## src/rtl/viterbi_pkg.sv

```systemverilog
// Shared constants, types and trellis helpers for the K=3, rate-1/2 hard-decision Viterbi decoder.
package viterbi_pkg;

    localparam int K          = 3;
    localparam int NUM_STATES = 1 << (K - 1);

    // Generator taps, applied to the register {u, s1, s0}
    localparam logic [K-1:0] G0 = 3'b111;
    localparam logic [K-1:0] G1 = 3'b101;

    typedef logic [1:0]   bm_t;
    typedef logic [K-2:0] state_t;

    function automatic logic [1:0] exp_sym(input state_t s, input logic u);
        logic [K-1:0] reg_v;
        reg_v = {u, s};
        return {^(reg_v & G0), ^(reg_v & G1)};
    endfunction

    function automatic bm_t hamming(input logic [1:0] a, input logic [1:0] b);
        logic [1:0] x;
        x = a ^ b;
        return {x[1] & x[0], x[1] ^ x[0]};
    endfunction

endpackage

```

## src/rtl/viterbi_acs.sv

```systemverilog
// One add-compare-select cell: saturating metric sums, ties resolved toward predecessor a (s0 = 0).
module viterbi_acs
    import viterbi_pkg::*;
#(
    parameter int PM_W = 6
) (
    input  logic [PM_W-1:0] pm_a,
    input  bm_t             bm_a,
    input  logic [PM_W-1:0] pm_b,
    input  bm_t             bm_b,
    output logic [PM_W-1:0] pm_out,
    output logic            sel_b
);

    logic [PM_W:0]   sum_a;
    logic [PM_W:0]   sum_b;
    logic [PM_W-1:0] sat_a;
    logic [PM_W-1:0] sat_b;

    always_comb begin
        sum_a  = {1'b0, pm_a} + {{(PM_W - 1){1'b0}}, bm_a};
        sum_b  = {1'b0, pm_b} + {{(PM_W - 1){1'b0}}, bm_b};
        sat_a  = sum_a[PM_W] ? '1 : sum_a[PM_W-1:0];
        sat_b  = sum_b[PM_W] ? '1 : sum_b[PM_W-1:0];
        sel_b  = (sat_b < sat_a);
        pm_out = sel_b ? sat_b : sat_a;
    end

endmodule

```

## src/rtl/viterbi_decoder.sv

```systemverilog
// Register-exchange Viterbi decoder for the (7,5) K=3 code with fixed decision depth TB_DEPTH.
// Define VITERBI_ERR_CNT_EN to add the err_cnt output (accumulated normalisation amount).
module viterbi_decoder
    import viterbi_pkg::*;
#(
    parameter int TB_DEPTH = 16,
    parameter int PM_W     = 6
) (
    input  logic        clk,
    input  logic        rst,
    input  logic        enable,
    input  logic [1:0]  d_in,
`ifdef VITERBI_ERR_CNT_EN
    output logic [15:0] err_cnt,
`endif
    output logic        d_out
);

    typedef logic [PM_W-1:0]     pm_t;
    typedef logic [TB_DEPTH-1:0] surv_t;

    localparam pm_t RST_PM = pm_t'(1 << (PM_W - 2));

    pm_t    pm_q   [NUM_STATES];
    pm_t    pm_d   [NUM_STATES];
    surv_t  surv_q [NUM_STATES];
    surv_t  surv_d [NUM_STATES];
    logic   d_out_q, d_out_d;

    pm_t    acs_pm  [NUM_STATES];
    logic   acs_sel [NUM_STATES];
    pm_t    pm_min;
    state_t best;

    // Next state {u, s1} is reached from {s1, 0} (port a) or {s1, 1} (port b)
    for (genvar ns = 0; ns < NUM_STATES; ns++) begin : g_acs
        localparam int U  = ns / 2;
        localparam int PA = (ns % 2) * 2;
        bm_t bm_a;
        bm_t bm_b;

        assign bm_a = hamming(d_in, exp_sym(state_t'(PA), U[0]));
        assign bm_b = hamming(d_in, exp_sym(state_t'(PA + 1), U[0]));

        viterbi_acs #(.PM_W(PM_W)) u_acs (
            .pm_a  (pm_q[PA]),
            .bm_a  (bm_a),
            .pm_b  (pm_q[PA + 1]),
            .bm_b  (bm_b),
            .pm_out(acs_pm[ns]),
            .sel_b (acs_sel[ns])
        );
    end

    always_comb begin
        pm_min = acs_pm[0];
        best   = '0;
        for (int s = 1; s < NUM_STATES; s++) begin
            if (acs_pm[s] < pm_min) begin
                pm_min = acs_pm[s];
                best   = state_t'(s);
            end
        end

        for (int s = 0; s < NUM_STATES; s++) begin
            pm_d[s]   = pm_q[s];
            surv_d[s] = surv_q[s];
        end
        d_out_d = d_out_q;

        if (enable) begin
            for (int s = 0; s < NUM_STATES; s++) begin
                pm_d[s]   = acs_pm[s] - pm_min;
                surv_d[s] = {surv_q[(s % 2) * 2 + int'(acs_sel[s])][TB_DEPTH-2:0],
                             (s >= NUM_STATES / 2)};
            end
            d_out_d = surv_d[best][TB_DEPTH-1];
        end
    end

    always_ff @(posedge clk or posedge rst) begin
        if (rst) begin
            for (int s = 0; s < NUM_STATES; s++) begin
                pm_q[s]   <= (s == 0) ? '0 : RST_PM;
                surv_q[s] <= '0;
            end
            d_out_q <= 1'b0;
        end else begin
            for (int s = 0; s < NUM_STATES; s++) begin
                pm_q[s]   <= pm_d[s];
                surv_q[s] <= surv_d[s];
            end
            d_out_q <= d_out_d;
        end
    end

    assign d_out = d_out_q;

`ifdef VITERBI_ERR_CNT_EN
    logic [15:0] err_cnt_q, err_cnt_d;
    logic [16:0] err_sum;

    always_comb begin
        err_sum   = {1'b0, err_cnt_q} + 17'(pm_min);
        err_cnt_d = err_cnt_q;
        if (enable) begin
            err_cnt_d = err_sum[16] ? 16'hFFFF : err_sum[15:0];
        end
    end

    always_ff @(posedge clk or posedge rst) begin
        if (rst) begin
            err_cnt_q <= '0;
        end else begin
            err_cnt_q <= err_cnt_d;
        end
    end

    assign err_cnt = err_cnt_q;
`endif

endmodule

```

## config.mk

```make
export PLATFORM = sky130hd
export DESIGN_NAME = viterbi_decoder
export DESIGN_NICKNAME = d
export VERILOG_FILES = /design/src/rtl/viterbi_pkg.sv /design/src/rtl/viterbi_acs.sv /design/src/rtl/viterbi_decoder.sv
export SDC_FILE = /design/constraint.sdc
export NUM_CORES = 1
export LEC_CHECK = 0
export ABC_AREA = 1
export CAP_MARGIN = 20
export CORE_MARGIN = 3
export CORE_UTILIZATION = 45
export CTS_CLUSTER_SIZE = 25
export DETAILED_ROUTE_END_ITERATION = 6
export GPL_TIMING_DRIVEN = 0
export PLACE_DENSITY = 0.68
export SYNTH_ARGS = -nofsm -noshare
export SYNTH_HDL_FRONTEND = slang
export SYNTH_SLANG_ARGS = --single-unit
```

## constraint.sdc

```tcl
create_clock -name clk -period 7.8 [get_ports clk]
set_clock_uncertainty 0.05 [all_clocks]
set_input_delay 1.17 -clock clk [delete_from_list [all_inputs] [get_ports clk]]
set_output_delay 1.17 -clock clk [all_outputs]
set_load 0.05 [all_outputs]
```

======== After elaboration in Yosys (flattened, before gate mapping) ========
Index checks and enable logic that the tools add are counted.
storage, ports and cells
  memories kept ........................... 0
  memory bits (writable) .................. 0
  bits in latches ......................... 0
  bits of input ports ..................... 5
  register bits after elaboration ......... 87
  word-level logic and storage cells ...... 84
  memory bits (read-only) ................. 0
  output and inout bits ................... 1
cells by class
  $lt $le $gt $ge ......................... 12
  shift operators ......................... 0
  divide/modulo/power cells ............... 0
  eq/ne operators ......................... 0
  mux-type cells .......................... 33
  reduce and logical (&&, ||, !) cells .... 0
  $add $sub $neg .......................... 14
  bitwise gates (word level) .............. 16
  multiply operators ...................... 0
operators by type and width
  cell                                                                 count
  binary-select mux 16 bit (select 2 bit)                              5
  greater-or-equal comparator 32 x 3 -> 1 bit (second input constant)  4
  2-to-1 mux 15 bit                                                    8
  2-to-1 mux 6 bit                                                     15
  inverter 1 -> 32 bit                                                 2
  inverter 3 -> 32 bit                                                 2
  adder 6 x 2 -> 7 bit                                                 8
  < comparator 6 bit                                                   7
  2-to-1 mux 16 bit                                                    2
  subtractor 6 bit                                                     4
  adder 2 x 1 -> 3 bit (first input constant)                          2
  bitwise AND 1 bit                                                    4
  2-to-1 mux 2 bit                                                     2
  XOR 1 bit                                                            4
  greater-or-equal comparator 3 bit (second input constant)            1
  inverter 2 -> 3 bit                                                  1
  inverter 1 bit                                                       2
  inverter 2 bit                                                       1
  2-to-1 mux 1 bit                                                     1

======== Longest topological paths before layout ========
  word-level depth ........................ 16
  gate-level depth with buffers ........... 59
  gate-level depth less buffers ........... 56

======== Cells and area by module ========
From an unflattened synthesis, not the netlist that was laid out.
second synthesis, totals
  cells, all modules ...................... 1128
  area, all modules ....................... 7559.8 sq um
by module, submodules not included
  module                             times used  seq. area each (sq um)  cells an instance  area an instance (sq um)
  viterbi_decoder                    1           2005.7                  713                5188.7
  viterbi_acs at g_acs[1].u_acs ...  2           0.0                     104                593.1
  viterbi_acs at g_acs[3].u_acs      1           0.0                     102                594.3
  viterbi_acs at g_acs[0].u_acs      1           0.0                     105                590.6

======== Least setup slack after synthesis ========
Ideal clock, no wire load.
  path type ............................... input to register
  start point ............................. in d_in[0]
  end point ............................... reg pm_q[8] (netlist name)
  cell stages on the path ................. 50
  arrival time ............................ 7883 ps
  required time ........................... 7627 ps
  setup time .............................. 123 ps
  setup slack ............................. -256 ps
  path buffers ............................ 4
  cells stage by stage .................... inv_1 ha_1 ha_1 ha_1 inv_1 nand2_2 nand2_1 nand2_1 nor2_1 inv_2 ha_1 a21oi_1 a21boi_1 nand2_1 nand2_4 nand2_4 buf_2 o21ai_0 (+14 left out) inv_1 o21ai_0 inv_1 ha_1 nand2_1 nor2_4 nand3_4 nand3_4 buf_4 o21ai_0 ha_1 inv_1 ha_1 inv_1 nand2_1 or2_0 nand3_1 o21ai_1
on the way
  longest elaborated chain between the ends .. 13
  elaborated cells between the ends (all ways) .. 41
  classes of those cells .................. add/sub: 9; order compare: 7; mux: 15; bitwise: 10
RTL lines
  item                                                                      line                   text
  from (decl)                                                               viterbi_decoder.sv:12  input logic [1:0] d_in,
  inverter 1 bit (no source line) / inverter 2 bit (equally long branches)  --
  XOR 1 bit / bitwise AND 1 bit (equally long branches)                     viterbi_pkg.sv:23      return {x[1] & x[0], x[1] ^ x[0]};
  adder 6 x 2 -> 7 bit                                                      viterbi_acs.sv:22      sum_b = {1'b0, pm_b} + {{(PM_W - 1){1'b0}}, bm_b};
  2-to-1 mux 6 bit                                                          viterbi_acs.sv:24      sat_b = sum_b[PM_W] ? '1 : sum_b[PM_W-1:0];
  < comparator 6 bit                                                        viterbi_acs.sv:25      sel_b = (sat_b < sat_a);
  2-to-1 mux 6 bit                                                          viterbi_acs.sv:26      pm_out = sel_b ? sat_b : sat_a;
  < comparator 6 bit                                                        viterbi_decoder.sv:59  if (acs_pm[s] < pm_min) begin
  2-to-1 mux 6 bit                                                          viterbi_decoder.sv:59
  < comparator 6 bit                                                        viterbi_decoder.sv:59
  2-to-1 mux 6 bit                                                          viterbi_decoder.sv:59
  < comparator 6 bit                                                        viterbi_decoder.sv:59
  2-to-1 mux 6 bit                                                          viterbi_decoder.sv:59
  subtractor 6 bit (*)                                                      viterbi_decoder.sv:73  pm_d[s] = acs_pm[s] - pm_min;
  to (signal, indexed assignment)                                           viterbi_decoder.sv:84  pm_q[s] <= (s == 0) ? '0 : RST_PM;
  to (signal, indexed assignment)                                           viterbi_decoder.sv:90  pm_q[s] <= pm_d[s];
  to (decl)                                                                 viterbi_decoder.sv:24  pm_t pm_q [NUM_STATES];
Every way passes the cells marked *; elsewhere a longest branch is shown, timed or not.
A chain may end at the register's enable or synchronous reset.

======== Worst setup path after layout ========
  start point ............................. in d_in[0]
  end point ............................... reg pm_q[14] (netlist name)
The elaborated chain is that of the path after synthesis.

==> impl_metrics.json <==
{
  "antenna_left": 0,
  "yosysSeqAreaShare_pct": 27.6,
  "synth.yosys.warnings": 0,
  "fin_crit_sh_pct": 96.2,
  "clk-insertion-delay-late_ps": 340,
  "final-hold-violation-count": 0,
  "cts.clk_slew.worst_paths_ps": 60,
  "status": "finished, final reports clean",
  "numCtsBuffers": 9,
  "critical_path.top_delay_family": "simple AND/OR/NAND/NOR gates",
  "setup_violations": 0,
  "dp_hpwl_um": 16000,
  "grt_max_degree": 54,
  "dieArea_mm2": 0.0177,
  "nets": 1220,
  "hold_path.class": "register to register",
  "grt_util_all_layers_pct": 24.5,
  "worstReg2RegStart": "pm_q[13]",
  "ff2ff_path_depth": 50,
  "dp_slack_ps": -2510,
  "utilization_pct": 56.7,
  "gr-total-overflow": 0,
  "yosys.area_share.simple_pct": 32.8,
  "crit_path_max_fanout": 9,
  "cts.sinks": 80,
  "route.detailed.drc": 0,
  "clock.fmax_mhz": 133,
  "worstReg2RegEnd": "pm_q[14]",
  "slew_viol_final": 0,
  "clockBufferDepth": 2,
  "ios": 6,
  "row_count": 45,
  "tightestPinTransition_ps": 951,
  "num_vias": 7313,
  "synth_top_family_by_area": "simple AND/OR/NAND/NOR gates",
  "design_area_mm2": 0.00878,
  "nFillCells": 1476,
  "dr.pass1.iters": 5,
  "crit_start": "d_in[0]",
  "synth.cell_area_mm2": 0.00726,
  "synth.area.mux_share_pct": 0,
  "max_stage_delay_ps": 310,
  "critPathSlowestCell": "ha_4",
  "cts_tree": "done",
  "cp-start-kind": "primary input",
  "layout-drive-gt1-share_pct": 20.3,
  "rsz0062_at_grt": "true",
  "grt_pass1_vias": 6820,
  "maxSlewHeadroom_pct": 35.9,
  "post_drt_via_cell_ratio": 5.33,
  "wl_per_cell_um": 15.7,
  "die_y_um": 133,
  "end_kind": "register",
  "synth_xor_area_share_pct": 2.53,
  "reg2reg_slack_ps": 1170,
  "setup_slack_ps": 298,
  "areaGrowthSynthToFinish_pct": 20.9,
  "crit_required_ps": 7960,
  "port_buffers": 4,
  "crit_path_frequent_cell": "nand2_1",
  "drv_cap": 0,
  "antenna_found_initial": 0,
  "period_minus_slack_ps": 7500,
  "drt_iter0_drc": 504,
  "setup-tns-final_ps": 0,
  "synthCells": 1097,
  "routabilityCongestion": 0.945,
  "ys_types": 48,
  "path_depth": 52,
  "syn_nets": 1160,
  "syn_area_per_cell_um2": 6.62,
  "cts-root-buf": "clkbuf_16",
  "initial_core_util_pct": 46.9,
  "h-tree-depth": 3,
  "diodes": 0,
  "yosys.area_share.adder_pct": 9.99,
  "setup.worst_path.end": "pm_q[14]",
  "postCtsHoldBufs": 0,
  "ys_ff_latch": 80,
  "synth-compound-area-share_pct": 16.9,
  "cp.arrival_ps": 7670,
  "grt_pass1_wl_um": 34700,
  "coreArea_mm2": 0.0155,
  "crit_type": "primary input to register",
  "critPathBufInv": 12,
  "wl_um": 21600,
  "place_area_mm2": 0.00761,
  "die_x_um": 133
}
stage by stage:
stage,instances,hold WS [ps]
detailed placement,1313,406
floorplan,1097,387
global route,1373,461
global placement,1312,398
CTS,1354,421
finish,1373,426
what timing repair did:
| action | CTS | global route |
|---|---|---|
| setup buffers | 25 | 19 |
| resized for setup | 70 | 81 |
| pin swaps | 13 | 24 |
| setup endpoints to repair | 25 | 23 |
state kept, by name, summed over array words and instances, names as in the netlist:
register	cells
d_out	1
pm_q	24
surv_q	55
how the worst min path moves through the flow:
stage,from,cells past startpoint,end
after floorplan,surv_q[0],1,surv_q[0]
after global placement,surv_q[0],1,surv_q[0]
after detailed placement,surv_q[0],1,surv_q[0]
after CTS,surv_q[0],1,surv_q[0]
after global routing,surv_q[1],2,surv_q[1]
final,surv_q[0],1,surv_q[0]
routing by layer:
metal	up-vias	GRT usage [%]	routed length, um
met5	-	0	0
met4	0	6.87	516
met3	35	4.79	1360
met2	188	38.6	9740
met1	3412	34.3	10000
li1	3678	-	-
logic make-up (layout without fill, tap and decap cells):
| logic type | count (synthesis) | in the layout |
|---|---|---|
| flip-flops | 80 | 80 |
| AND/OR/NAND/NOR | 530 | 530 |
| XOR/XNOR | 21 | 21 |
| adder cells (fa/ha/maj) | 58 | 58 |
| AO/OA/AOI/OAI | 224 | 224 |
| buffers and inverters | 184 | 249 |
worst reg2reg max path, delay by kind of cell, from the launching register on:
kind | cells | cell delay [ps]
DFF | 1 | 440
adders and majority gates | 6 | 1460
xor gates and xnor gates | 1 | 210
AOI/OAI and AO/OA | 6 | 680
and+or+nand+nor | 26 | 2510
buffers and inverters | 11 | 1140
layout by cell type, fill, tap and decap left out, types with 13 or more instances in the layout:
cell,n
nor2_1,70
clkbuf_1,18
nand2_2,38
inv_1,128
o21ai_0,124
inv_2,19
nand3_1,98
xor2_1,15
a21oi_1,38
nand3_2,15
dfrtp_1,77
buf_4,47
ha_1,42
nand2_1,268
o21ai_1,13
cells in the mapped netlist (all sizes together):
cell type | count | share of area [%]
o2111ai | 1 | 0.12
nor2 | 87 | 5.2
a31oi | 4 | 0.34
nand4 | 1 | 0.086
o211ai | 2 | 0.21
dfstp | 3 | 1.1
ha | 58 | 10
nand2 | 311 | 17
and2 | 3 | 0.36
inv | 153 | 7.9
nor3 | 3 | 0.21
xor2 | 16 | 1.9
nand3b | 2 | 0.21
buf | 13 | 1.3
dfrtp | 77 | 27
or2 | 5 | 0.43
clkbuf | 18 | 0.93
nand3 | 118 | 9.1
o31ai | 1 | 0.10
a21boi | 4 | 0.47
o21bai | 3 | 0.36
xnor2 | 5 | 0.60
a211oi | 1 | 0.10
o21a | 4 | 0.41
o21ai | 155 | 11
o22ai | 3 | 0.26
a21oi | 45 | 3.5
a31o | 1 | 0.12
area by class of cell:
| cell class | count | area (um2) | share of cell area (%) |
|---|---|---|---|
| Multi-Input combinational cell | 833 | 5040 | 57.4 |
| Sequential cell | 80 | 2010 | 22.8 |
| Inverter | 153 | 593 | 6.75 |
| Timing Repair Buffer | 49 | 404 | 4.60 |
| Tap cell | 211 | 264 | 3.01 |
| Clock buffer | 12 | 256 | 2.92 |
| Buffer | 31 | 189 | 2.15 |
| Clock inverter | 4 | 30.0 | 0.342 |
Power is left out: the tool's default activity adds up to more than one toggle a clock period on the data nets, which glitch-free logic cannot reach.
